===== config.mk =====
export PLATFORM = sky130hd
export DESIGN_NAME = egc_encoder
export DESIGN_NICKNAME = d
export VERILOG_FILES = /design/src/rtl/egc_encoder.sv
export SDC_FILE = /design/constraint.sdc
export NUM_CORES = 1
export LEC_CHECK = 0
export CAP_MARGIN = 20
export CORE_AREA = 5 5 47 49
export DETAILED_ROUTE_END_ITERATION = 10
export DIE_AREA = 0 0 52 54
export GPL_TIMING_DRIVEN = 0
export PLACE_DENSITY = 0.82
export SLEW_MARGIN = 40
export SYNTH_ARGS = -nofsm -noshare
export SYNTH_HDL_FRONTEND = slang
export SYNTH_SLANG_ARGS = --single-unit

===== constraint.sdc =====
create_clock -name clk -period 2.07 [get_ports clk]
set_input_delay 0.414 -clock clk [delete_from_list [all_inputs] [get_ports clk]]
set_output_delay 0.414 -clock clk [all_outputs]
set_load 0.01 [all_outputs]

===== src/rtl/egc_encoder.sv =====
// Serial Exp-Golomb encoder: m ones, a zero separator, then the m-bit offset MSB-first,
// followed by GAP_CYCLES idle cycles so the downstream decoder's dead cycles never eat a bit.
module egc_encoder #(
  parameter int GAP_CYCLES = 2
) (
  input  logic       clk,
  input  logic       rst,
  input  logic       in_valid,
  input  logic [3:0] in_data,
  output logic       in_ready,
  output logic       so_data,
  output logic       so_active,
  output logic       done,
  output logic       err
);

  localparam int GW = $clog2(GAP_CYCLES + 1);

  typedef enum logic [2:0] {IDLE, PREFIX, SEP, SUFFIX, GAP, ERR} state_t;

  state_t         state_q, state_d;
  logic [1:0]     m_q, m_d;
  logic [2:0]     off_q, off_d;
  logic [1:0]     cnt_q, cnt_d;
  logic [GW-1:0]  gap_q, gap_d;
  logic           err_q, err_d;

  logic [1:0]     mIn;
  logic [3:0]     offWide;
  logic [1:0]     bitIdx;

  // Prefix length and offset of the incoming value; only used on an accepting edge.
  always_comb begin
    mIn     = 2'd0;
    offWide = 4'd0;
    if (in_data == 4'd0) begin
      mIn     = 2'd0;
      offWide = 4'd0;
    end else if (in_data <= 4'd2) begin
      mIn     = 2'd1;
      offWide = in_data - 4'd1;
    end else if (in_data <= 4'd6) begin
      mIn     = 2'd2;
      offWide = in_data - 4'd3;
    end else begin
      mIn     = 2'd3;
      offWide = in_data - 4'd7;
    end
  end

  always_ff @(posedge clk or posedge rst) begin
    if (rst) begin
      state_q <= IDLE;
      m_q     <= 2'd0;
      off_q   <= 3'd0;
      cnt_q   <= 2'd0;
      gap_q   <= '0;
      err_q   <= 1'b0;
    end else begin
      state_q <= state_d;
      m_q     <= m_d;
      off_q   <= off_d;
      cnt_q   <= cnt_d;
      gap_q   <= gap_d;
      err_q   <= err_d;
    end
  end

  // Outputs are decoded from the registered state, so reset clears them immediately.
  always_comb begin
    state_d   = state_q;
    m_d       = m_q;
    off_d     = off_q;
    cnt_d     = cnt_q;
    gap_d     = gap_q;
    err_d     = 1'b0;
    in_ready  = 1'b0;
    so_active = 1'b0;
    so_data   = 1'b0;
    done      = 1'b0;
    bitIdx    = cnt_q - 2'd1;
    case (state_q)
      IDLE: begin
        in_ready = 1'b1;
        if (in_valid) begin
          if (in_data == 4'd15) begin
            state_d = ERR;
          end else begin
            m_d     = mIn;
            off_d   = offWide[2:0];
            cnt_d   = mIn;
            state_d = (mIn == 2'd0) ? SEP : PREFIX;
          end
        end
      end
      PREFIX: begin
        so_active = 1'b1;
        so_data   = 1'b1;
        if (cnt_q == 2'd1) state_d = SEP;
        else               cnt_d   = cnt_q - 2'd1;
      end
      SEP: begin
        so_active = 1'b1;
        if (m_q == 2'd0) begin
          done    = 1'b1;
          state_d = GAP;
          gap_d   = GW'(GAP_CYCLES);
        end else begin
          state_d = SUFFIX;
          cnt_d   = m_q;
        end
      end
      SUFFIX: begin
        so_active = 1'b1;
        so_data   = off_q[bitIdx];
        if (cnt_q == 2'd1) begin
          done    = 1'b1;
          state_d = GAP;
          gap_d   = GW'(GAP_CYCLES);
        end else begin
          cnt_d = cnt_q - 2'd1;
        end
      end
      GAP: begin
        if (gap_q == GW'(1)) state_d = IDLE;
        else                 gap_d   = gap_q - GW'(1);
      end
      ERR: begin
        err_d   = 1'b1;
        state_d = IDLE;
      end
      default: state_d = IDLE;
    endcase
  end

  assign err = err_q;

endmodule


==> results by group <==
Finish
  • Fillcell total: approximately 180
  • Most common cell after layout, fill and taps aside: dfrtp_1
  • Final Util: 0.576
  • Commonest non-fill, non-tap cells in the layout: dfrtp_1, nor2_1, o21ai_0, inv_1
  • Area Growth Syn to Fin: 20.7%
  • Layout cells sized above 1: 0.179
  • Fin area: approximately 1000 um^2
  • Final nets: about 120
  • Register area: 327 um^2
  • ANT cells: 0
  • Area of the multi-input gates: between 500 and 600 um^2

Logic synthesis
  • Synth async-reset ratio: 1.00
  • Syn_area_per_cell: approximately 9.3 um^2
  • Number of synthesized flops with an enable pin: 0
  • Synth top area cells: dfrtp_1, nor2_1, mux2i_1
  • Yosys warnings: 0
  • Most used DFF post-synth: dfrtp_1
  • Register area share after synthesis: 0.375
  • Post-synthesis cell type count: 41
  • Syn Std Cell Area: 868 um^2
  • Syn nets: around 100
  • Leading area contributor after synthesis: dfrtp_1
  • Post-synthesis cell count: just over 90
  • Post-synth top area share: 0.375
  • Synth Register Bits: 13

Worst setup path
  • Reg2Reg Depth: 4
  • Crit path from: cnt_q[0]
  • CP max FO: 5
  • Worst setup EP type: output pin
  • Worst setup SP type: register
  • Reg-to-reg endpoint: cnt_q[0]
  • Req. time, crit path: roughly 1700 ps
  • Worst setup path endpoint: so_data
  • Critical path class: reg2out
  • Reg2Reg Setup Slack: 400 ps
  • R2r startpoint: state_q[1]
  • Data arrival, critical path: ~1500 ps

Floorplan
  • I/O Pins: 12
  • Die Footprint: 2810 um^2
  • Die height: 54 um
  • Die Width: 52 um
  • Total core area: ~1800 um^2
  • Starting Density: 0.477
  • Row count: 16

Clock tree
  • CTS Hold Buffers Added: 0
  • Clk root buf: clkbuf_4
  • TritonCTS clock tree: yes
  • Maximum clock path buffer count: 2
  • H-tree Lvls: 1
  • Worst-path clk slew: roughly 80 ps
  • CTS buffer count: 3
  • Clk_lat worst skew: about 280 ps
  • Clk sink count: 13

Global routing
  • Tot GR Track Use: 0.157
  • Vias in the first global route: around 740
  • First-pass GRT wire length: approximately 3200 um
  • Largest net degree at the start of global routing: 14
  • Total gr overflow: 0
  • Initial antenna violation count: 0

Timing
  • Pins over their slew limit: 0
  • Setup-violating endpoint count in the final report: 0
  • Final Hold Viols: 0
  • RSZ-0062 raised after global routing: no
  • Slew at the pin closest to its max-slew limit: a little over 500 ps
  • Clk_skew: approximately 2.6 ps
  • Max frequency: ~0.52 GHz
  • Fin crit share: 0.931
  • Min Tclk post-route: about 1900 ps
  • Min Hold Slack: 450 ps
  • Setup WS post-layout: 143 ps
  • Slew margin rel.: 0.663

Routing
  • Number of iterations in the first detailed-routing pass: 4
  • Routed wire length: 1920 um
  • Wire length per cell: around 14 um
  • Drt drc: 0
  • Drt first-iter violations: 18
  • Routed Antenna Nets: 0
  • DR vias: roughly 740
  • Vias/cell: approximately 5.6

Power and ir drop
  • Power per standard cell area: approximately 1300 nW/um^2
  • Final Power: around 1.4 mW
  • Leakage: ~0.49 nW
  • Worst VDD drop: a little under 0.0005 V

Run status
  • Status: complete, no violations

Min path
  • Min-Delay Path Class: in2async

Flow run
  • Max-cap viol count: 0

Placement
  • Dpl cell area: 1000 um^2
  • Dpl hpwl: 1410 um
  • Pre-CTS setup slack: -275 ps
  • PortBufs: 10
  • GPL Wtd Cong: between 0.8 and 0.9
==> cell families (layout without fill, tap and decap cells) <==
kind of cell / count (synthesis) / in the layout / synth area share
multiplexers: 4 / 4 / 0.0519
XOR/XNOR: 3 / 3 / 0.0303
buffers and inverters: 11 / 24 / 0.0648
AND/OR/NAND/NOR: 32 / 32 / 0.199
adder cells (fa/ha/maj): 3 / 3 / 0.0519
AO/OA/AOI/OAI: 27 / 27 / 0.228
flip-flops: 13 / 13 / 0.375
==> how the worst min path moves through the flow <==
stage	start	endpoint	slack (ps)	cells after the start
after floorplan	rst	cnt_q[0]	290	1
after global placement	gap_q[0]	gap_q[0]	490	1
after detailed placement	gap_q[0]	gap_q[0]	510	1
after CTS	rst	gap_q[0]	450	2
after global routing	rst	gap_q[0]	500	2
final	rst	gap_q[1]	450	2
==> critical path, stage by stage (launching register included) <==
cell	delay (ps)
dfrtp_2	460
ha_4	260
nor2_1	100
a31oi_1	60
a211oi_2	190
buf_2	160
==> report_power, final <==
group | total, mW | switching, mW | internal, mW
Sequential | 0.481 | 0.114 | 0.367
Clock | 0.161 | 0.0857 | 0.0749
Combinational | 0.760 | 0.364 | 0.396
Total | 1.40 | 0.564 | 0.838
==> synth_stat cells (2+ instances only) <==
cell type,instances
o31ai_1,2
nand2b_1,2
nor2_1,10
mux2i_1,3
or3b_1,2
a221oi_1,2
xor2_1,2
o21ai_0,6
a31oi_1,2
dfrtp_1,13
buf_4,2
ha_1,2
nand3b_1,3
nor3_1,3
nand3_1,2
nand2_1,4
a21oi_1,3
o211a_1,2
inv_1,6
==> layout make-up <==
class | count | share of cell area
Multi-Input combinational cell | 69 | 0.487
Sequential cell | 13 | 0.311
Timing Repair Buffer | 10 | 0.0943
Tap cell | 27 | 0.0322
Clock buffer | 4 | 0.0251
Buffer | 3 | 0.0251
Inverter | 7 | 0.0251
==> what timing repair did <==
| action | CTS | global route |
|---|---|---|
| pin swaps | 1 | 0 |
| setup endpoints to repair | 4 | 4 |
| setup buffers | 0 | 0 |
| resized for setup | 8 | 9 |
==> per-stage QoR <==
step	std cells	setup TNS (ps)
after floorplan	93	0
final	133	0
after global routing	133	0
after detailed placement	130	-530
after global placement	130	-406
after CTS	133	0
==> state kept, by name (all words and copies together) (netlist names) <==
name / flops
state_q: 3
off_q: 3
cnt_q: 2
gap_q: 2
m_q: 2
err: 1
==> per-layer routing <==
layer  GRT usage  up-vias  share of wire
li1            -      368              -
met1       0.172      347           0.43
met2       0.278       23           0.49
met3      0.0194        5          0.049
met4       0.118        0          0.032
met5           0        -              0
(Power assumes the default switching activity.)
